--- config.mk ---
export PLATFORM = sky130hd
export DESIGN_NAME = input_conditioner
export DESIGN_NICKNAME = d
export VERILOG_FILES = /design/src/rtl/input_conditioner.sv
export SDC_FILE = /design/constraint.sdc
export NUM_CORES = 1
export LEC_CHECK = 0
export CAP_MARGIN = 40
export CORE_AREA = 8 8 141 143
export DETAILED_ROUTE_END_ITERATION = 6
export DIE_AREA = 0 0 149 151
export GPL_TIMING_DRIVEN = 0
export PLACE_DENSITY_LB_ADDON = 0.12
export RECOVER_POWER = 100
export SLEW_MARGIN = 20
export SYNTH_ARGS = -nofsm -noshare
export SYNTH_HDL_FRONTEND = slang
export SYNTH_SLANG_ARGS = --single-unit
--- constraint.sdc ---
create_clock -name clock_i -period 2 [get_ports clock_i]
set_input_delay 0.4 -clock clock_i [delete_from_list [all_inputs] [get_ports clock_i]]
set_output_delay 0.4 -clock clock_i [all_outputs]
set_load 0.01 [all_outputs]
--- src/rtl/input_conditioner.sv ---
// Two-flop synchronizes 4 buttons and 16 switches, debounces them on a sample tick and emits edge pulses.
// Optional macro INPUT_CONDITIONER_LOCKOUT_EN suppresses switch pulses for 2*STABLE_SAMPLES ticks after any switch pulse.
module input_conditioner #(
  parameter int CLK_HZ         = 100000000,
  parameter int SAMPLE_HZ      = 1000,
  parameter int STABLE_SAMPLES = 4
) (
  input  logic        clock_i,
  input  logic        reset_i,
  input  logic [3:0]  buttons_i,
  input  logic [15:0] switches_i,
  output logic [3:0]  buttons_o,
  output logic [15:0] switches_o,
  output logic [3:0]  button_press_o,
  output logic [15:0] switch_toggle_o,
  output logic        ready_o
);
  localparam int NCH   = 20;
  localparam int DIV   = CLK_HZ / SAMPLE_HZ;
  localparam int DIV_W = (DIV > 2) ? $clog2(DIV) : 1;
  localparam logic [DIV_W-1:0] DIV_LAST = DIV_W'(DIV - 1);
  localparam logic [3:0] STABLE_LAST = 4'(STABLE_SAMPLES - 1);
  localparam logic [0:0] ST_INIT = 1'b0;
  localparam logic [0:0] ST_RUN  = 1'b1;

  logic [NCH-1:0]      raw;
  logic [NCH-1:0]      meta_q, sync_q;
  logic [DIV_W-1:0]    div_q, div_d;
  logic                tick;
  logic [0:0]          state_q, state_d;
  logic [3:0]          init_cnt_q, init_cnt_d;
  logic [NCH-1:0][3:0] ch_cnt_q, ch_cnt_d;
  logic [NCH-1:0]      level_q, level_d;
  logic [NCH-1:0]      flip;
  logic [3:0]          press_q, press_d;
  logic [15:0]         toggle_q, toggle_d;
  logic                sw_pulse_ok;

  assign raw  = {switches_i, buttons_i};
  assign tick = (div_q == DIV_LAST);

  always_comb begin
    div_d = tick ? '0 : div_q + 1'b1;
  end

  // Per-channel stability counters; only run once the initial snapshot is taken.
  always_comb begin
    ch_cnt_d = ch_cnt_q;
    flip     = '0;
    if (tick && state_q == ST_RUN) begin
      for (int i = 0; i < NCH; i++) begin
        if (sync_q[i] != level_q[i]) begin
          if (ch_cnt_q[i] == STABLE_LAST) begin
            flip[i]     = 1'b1;
            ch_cnt_d[i] = '0;
          end else begin
            ch_cnt_d[i] = ch_cnt_q[i] + 4'd1;
          end
        end else begin
          ch_cnt_d[i] = '0;
        end
      end
    end
  end

`ifdef INPUT_CONDITIONER_LOCKOUT_EN
  localparam logic [4:0] LOCK_TICKS = 5'(2 * STABLE_SAMPLES);
  logic [4:0] lock_q, lock_d;

  assign sw_pulse_ok = (lock_q == '0);

  // Window is armed only by a pulse that actually went out, so suppressed edges never extend it.
  always_comb begin
    lock_d = lock_q;
    if (tick && state_q == ST_RUN) begin
      if (sw_pulse_ok && (|flip[19:4])) lock_d = LOCK_TICKS;
      else if (!sw_pulse_ok)            lock_d = lock_q - 5'd1;
    end
  end

  always_ff @(posedge clock_i or negedge reset_i) begin
    if (!reset_i) lock_q <= '0;
    else          lock_q <= lock_d;
  end
`else
  assign sw_pulse_ok = 1'b1;
`endif

  always_comb begin
    state_d    = state_q;
    init_cnt_d = init_cnt_q;
    level_d    = level_q ^ flip;
    press_d    = flip[3:0] & sync_q[3:0];
    toggle_d   = sw_pulse_ok ? flip[19:4] : '0;
    if (tick && state_q == ST_INIT) begin
      level_d = sync_q;
      if (init_cnt_q == STABLE_LAST) begin
        state_d    = ST_RUN;
        init_cnt_d = '0;
      end else begin
        init_cnt_d = init_cnt_q + 4'd1;
      end
    end
  end

  always_ff @(posedge clock_i or negedge reset_i) begin
    if (!reset_i) begin
      meta_q     <= '0;
      sync_q     <= '0;
      div_q      <= '0;
      state_q    <= ST_INIT;
      init_cnt_q <= '0;
      ch_cnt_q   <= '0;
      level_q    <= '0;
      press_q    <= '0;
      toggle_q   <= '0;
    end else begin
      meta_q     <= raw;
      sync_q     <= meta_q;
      div_q      <= div_d;
      state_q    <= state_d;
      init_cnt_q <= init_cnt_d;
      ch_cnt_q   <= ch_cnt_d;
      level_q    <= level_d;
      press_q    <= press_d;
      toggle_q   <= toggle_d;
    end
  end

  assign buttons_o       = level_q[3:0];
  assign switches_o      = level_q[19:4];
  assign button_press_o  = press_q;
  assign switch_toggle_o = toggle_q;
  assign ready_o         = (state_q == ST_RUN);

endmodule

# [Word level (Yosys, flattened, before mapping)]
# Index checks and enable logic that the tools add are counted.
[totals] ff_bits=182 latch_bits=0 ram_bits=0 rom_bits=0 input_bits=22 out_inout_bits=41 wordCells=182 n_memories=0
[classes] addsub=22 multipliers=0 div_mod_pow=0 n_lt_le_gt_ge=0 n_eq_ne=42 shifts=0 n_mux=84 n_bitwise=3 n_reduce_logical=3
[ops] operator="4-bit two-way mux" n=41
[ops] operator="4-bit by 1-bit adder with 4-bit output, second input constant" n=21
[ops] operator="4-bit by 2-bit equality test with 1-bit output, second input constant" n=21
[ops] operator="1-bit two-way mux" n=40
[ops] operator="20-bit two-way mux" n=2
[ops] operator="1-bit inequality test" n=20
[ops] operator="20-bit XOR" n=1
[ops] operator="17-bit by 1-bit adder with 17-bit output, second input constant" n=1
[ops] operator="17-bit equality test, second input constant" n=1
[ops] operator="17-bit two-way mux" n=1
[ops] operator="4-bit bitwise AND" n=1
[ops] operator="1-bit logical AND" n=2
[ops] operator="2-bit AND reduction" n=1
[ops] operator="1-bit inverter" n=1

# [Logic depth before layout (Yosys ltp)]
[depth] depth_word=6 mapped_depth=8 depth_no_buf=5

# [Worst setup path after synthesis]
# OpenSTA, ideal clock, no wires.
[synth_path] path_type="flip-flop to flip-flop" start="reg div_q[0]" end="reg level_q[13]" setup_time_ns=0.125 arrival_time_ns=1.703 t_required_ns=1.875 setup_slack_ns=0.173 path_stages_with_launch=7 path_buffers=1 synth_period_minus_slack_ns=1.827 path_cell_list="dfrtp_1 > ha_1 > and4_1 > nand4_1 > clkbuf_1 > a21oi_1 > mux2_2"
[synth_between] elab_chain_cells=5 word_cells_on_any_way=6 classes_between="eq/ne: 1; mux: 2; bitwise: 1; reduce/logical: 2"
[synth_rtl] element="from (decl)" line_no="28" rtl="logic [DIV_W-1:0] div_q, div_d;"
[synth_rtl] element="from (signal assigned)" line_no="120" rtl="div_q <= div_d;"
[synth_rtl] element="17-bit equality test (*)" line_no="40" rtl="assign tick = (div_q == DIV_LAST);"
[synth_rtl] element="1-bit logical AND" line_no="50" rtl="if (tick && state_q == ST_RUN) begin"
[synth_rtl] element="20-bit two-way mux" line_no="50"
[synth_rtl] element="20-bit XOR" line_no="92" rtl="level_d = level_q ^ flip;"
[synth_rtl] element="20-bit two-way mux (*)" line_no="95" rtl="if (tick && state_q == ST_INIT) begin"
[synth_rtl] element="named net level_d[13]" line_no="33" rtl="logic [NCH-1:0] level_q, level_d;"
[synth_rtl] element="to (signal assigned)" line_no="124" rtl="level_q <= level_d;"
[synth_rtl] element="to (decl)" line_no="33"
# The timed path passes the listed nets; every way through them passes the cells marked *.
# A chain may end at the register's enable or synchronous reset.

# [Final worst setup path]
[layout_path] start="reg state_q (netlist: ready_o)" end="out ready_o"
[layout_rtl] element="from (decl)" line_no="30" rtl="logic [0:0] state_q, state_d;"
[layout_rtl] element="from (signal assigned)" line_no="121" rtl="state_q <= state_d;"
[layout_rtl] element="to (decl)" line_no="16" rtl="output logic ready_o"
# No word-level cell between the ends.

==> flow_metrics.py <==
metrics = {
    "cts": {
        "h-tree-depth": 4,
        "cts_sinks": 182,
        "clk_pin_slew_worst_paths_ns": 0.07,
        "cts.path.max_buffers": 2,
        "cts_root_buffer": "clkbuf_16",
        "cts_tree": "yes",
        "clock_latency_ns": 0.43,
        "cts_buffers": 17,
    },
    "critical_path": {
        "r2r-end": "switch_toggle_o[0]",
        "ff2ff_path_depth": 7,
        "cpMaxStageDelayCell": "clkdlybuf4s50_1",
        "reg2reg_setup_slack_ns": 0.08,
        "crit_type": "reg -> out",
        "crit_path_end": "ready_o",
        "crit_path_end_kind": "output pin",
        "critPathLaunchType": "flip-flop",
        "crit_path_max_fanout": 6,
        "path_depth": 1,
        "worstPathRequired_ns": 1.60,
        "crit_buf_inv": 1,
        "cp-startpoint": "ready_o",
        "r2r_start": "div_q[1]",
        "max_stage_delay_ns": 0.61,
        "crit_family": "buffers and inverters",
        "arrival_ns": 1.52,
        "cp_cell_sequence": "clkdlybuf4s50_1",
    },
    "timing": {
        "max_freq_mhz": 521.7,
        "setup_viol": 0,
        "tns_ns": 0,
        "fin_skew_ns": 0.009593,
        "post-route-min-period_ns": 1.917,
        "post-route-period-util": 0.9585,
        "worstMarginPinSlew_ns": 1.068,
        "rsz0062_at_grt": "yes",
        "hold_viol": 0,
        "maxSlewViolCount": 0,
        "slew_headroom": 0.2879,
        "worst_slack_ns": 0.08305,
    },
    "floorplanning": {
        "dieArea_um2": 22500,
        "row_count": 49,
        "ioPinCount": 63,
        "core_um2": 17660,
        "die_height_um": 151,
        "start_util": 0.4601,
        "die_x_um": 149,
    },
    "place": {
        "place_congestion": 0.8157,
        "post-place-ws_ns": -0.4740,
        "dp.cells": 1013,
        "io_buffers": 62,
        "dp_hpwl_um": 12880,
        "dpl_cell_area_um2": 9091,
    },
    "global_routing": {
        "antenna_found_initial": 0,
        "track_usage": 0.1792,
        "grt_pass1_wl_um": 31940,
        "overflow": 0,
        "grt_max_degree": 81,
        "grt_pass1_vias": 6302,
    },
    "detailed_routing": {
        "drc": 0,
        "wl_per_cell_um": 18.55,
        "viasPerCell": 5.762,
        "ant_nets": 0,
        "wl_um": 19480,
        "drtPass1Iterations": 5,
        "drtIter0Drc": 473,
        "vias": 6050,
    },
    "synth": {
        "synth_flop_cell": "dfrtp_1",
        "ys_types": 44,
        "yosysSeqAreaShare": 0.5606,
        "synth_nets": 764,
        "synth-edff-count": 0,
        "synth-seq-cells": 182,
        "synthCells": 720,
        "netlist_area_um2": 8124,
        "yosys_warnings": 0,
        "ys_async_sr_fraction": 1.000,
        "syn_avg_cell_area_um2": 11.28,
    },
    "flow_run": {
        "maxCapViolCount": 0,
    },
    "final_layout": {
        "multi_input_area_um2": 3462,
        "finalNonFillerCells": 1050,
        "nFillCells": 1507,
        "regArea_um2": 4554,
        "synthToLayoutAreaGrowth_pct": 21.52,
        "fin_nets": 852,
        "antennaDiodeCount": 0,
        "drive_gt1_frac": 0.1864,
        "fin_area_um2": 9872,
    },
    "power": {
        "power.density_nw_per_um2": 736.7,
        "finalPower_mw": 7.273,
        "vdd_drop_max_mv": 0.6869,
        "leakage_nw": 4.281,
    },
    "run_status": {
        "status": "finished, final reports clean",
    },
    "hold_path": {
        "hp-class": "reg -> reg",
    },
}
[metal layers]
layer | up-vias | track usage | routed length [um]
met5 | - | 0 | 0
met4 | 0 | 0.07420 | 448
met3 | 35 | 0.04452 | 1175
met2 | 169 | 0.2986 | 9412
met1 | 3072 | 0.2190 | 8445
li1 | 2774 | - | -
[logic make-up (layout without fill, tap and decap cells)]
| family | count (synthesis) | in the layout | share of synthesized area |
|---|---|---|---|
| adders and majority gates | 22 | 22 | 0.03388 |
| muxes | 23 | 23 | 0.03188 |
| DFF | 182 | 182 | 0.5606 |
| xor gates and xnor gates | 35 | 35 | 0.03773 |
| AOI/OAI and AO/OA | 210 | 210 | 0.1636 |
| buffers and inverters | 49 | 150 | 0.02603 |
| and+or+nand+nor | 199 | 199 | 0.1463 |
[area by class of cell]
cell class,count,share of cell area
clock inverter,13,0.01521
tap,229,0.02902
sequential,182,0.4613
clock buffer,19,0.04487
inverter,20,0.007605
buffer,29,0.01926
multi-input combinational,489,0.3507
timing repair buffer,69,0.07199
[flip-flops by register name, summed over array words and instances (netlist names)]
signal           count
button_press_o       4
ch_cnt_q            80
div_q               17
init_cnt_q           4
level_q             20
meta_q              20
ready_o              1
switch_toggle_o     16
sync_q              20
[synthesized netlist by cell type, drive strengths merged, types with 5 or more instances]
cell,count,area share
a21bo,15,0.018
a21o,15,0.014
a21oi,33,0.020
and4b,5,0.0062
buf,10,0.0080
clkbuf,19,0.0088
dfrtp,182,0.56
ha,22,0.034
inv,20,0.0092
mux2,23,0.032
nand2,26,0.012
nand2b,20,0.015
nand3,48,0.032
nand3b,16,0.015
nand4b,8,0.0086
nor2,29,0.013
o21ai,116,0.071
o2bb2ai,8,0.013
o31ai,15,0.018
or3,18,0.014
xnor2,17,0.018
xor2,18,0.019
[where the power goes]
group | switching, mW | internal (mW) | total [mW] | leakage, nW
clock | 1.49 | 1.89 | 3.37 | 0.272
combinational | 0.103 | 0.0534 | 0.157 | 1.57
sequential | 0.0215 | 3.72 | 3.74 | 2.44
total | 1.61 | 5.66 | 7.27 | 4.28
[worst min-delay path by stage]
stage / startpoint / to / cells past startpoint
final: meta_q[11] / sync_q[11] / 0
after global placement: meta_q[16] / sync_q[16] / 0
after CTS: meta_q[5] / sync_q[5] / 0
after floorplan: reset_i / button_press_o[0] / 0
after detailed placement: reset_i / meta_q[2] / 1
after global routing: meta_q[5] / sync_q[5] / 0
[timing repair]
item                                   4_1_cts  5_1_grt
endpoints found under the hold margin       36        0
buffers inserted                             2        2
setup endpoints to repair                  120       85
hold buffers                                 1        0
pin swaps                                    1        2
gates resized for setup                     25       40
[cell usage in the layout, fill, tap and decap left out, types with 6 or more instances in the layout]
cell | Yosys | routed
dfrtp_1 | 182 | 182
xnor2_1 | 17 | 17
o31ai_1 | 8 | 7
a21o_1 | 15 | 15
mux2_2 | 23 | 23
o31ai_2 | 7 | 8
a21bo_2 | 15 | 15
nand3_1 | 44 | 39
o2bb2ai_2 | 6 | 6
buf_2 | 7 | 7
clkbuf_1 | 19 | 7
clkbuf_2 | 0 | 9
a21oi_2 | 0 | 13
buf_4 | 1 | 7
o21ai_0 | 111 | 103
nor2_1 | 29 | 29
ha_1 | 22 | 21
xor2_1 | 18 | 18
dlygate4sd3_1 | 0 | 21
clkbuf_16 | 0 | 17
nand3b_1 | 16 | 16
clkdlybuf4s50_1 | 0 | 41
nand4b_1 | 8 | 8
nand2_1 | 26 | 25
nand2b_1 | 20 | 20
nand3_2 | 4 | 9
o21ai_1 | 5 | 13
or3_1 | 18 | 18
a21oi_1 | 33 | 20
inv_1 | 20 | 20
[stage by stage]
step	hold WS, ns	utilization
after global routing	0.3592	0.5591
after CTS	0.3567	0.5531
after detailed placement	0.3056	0.5149
after global placement	0.3316	0.5115
after floorplan	0.1044	-
final	0.3548	0.5591
(Power assumes the default switching activity.)
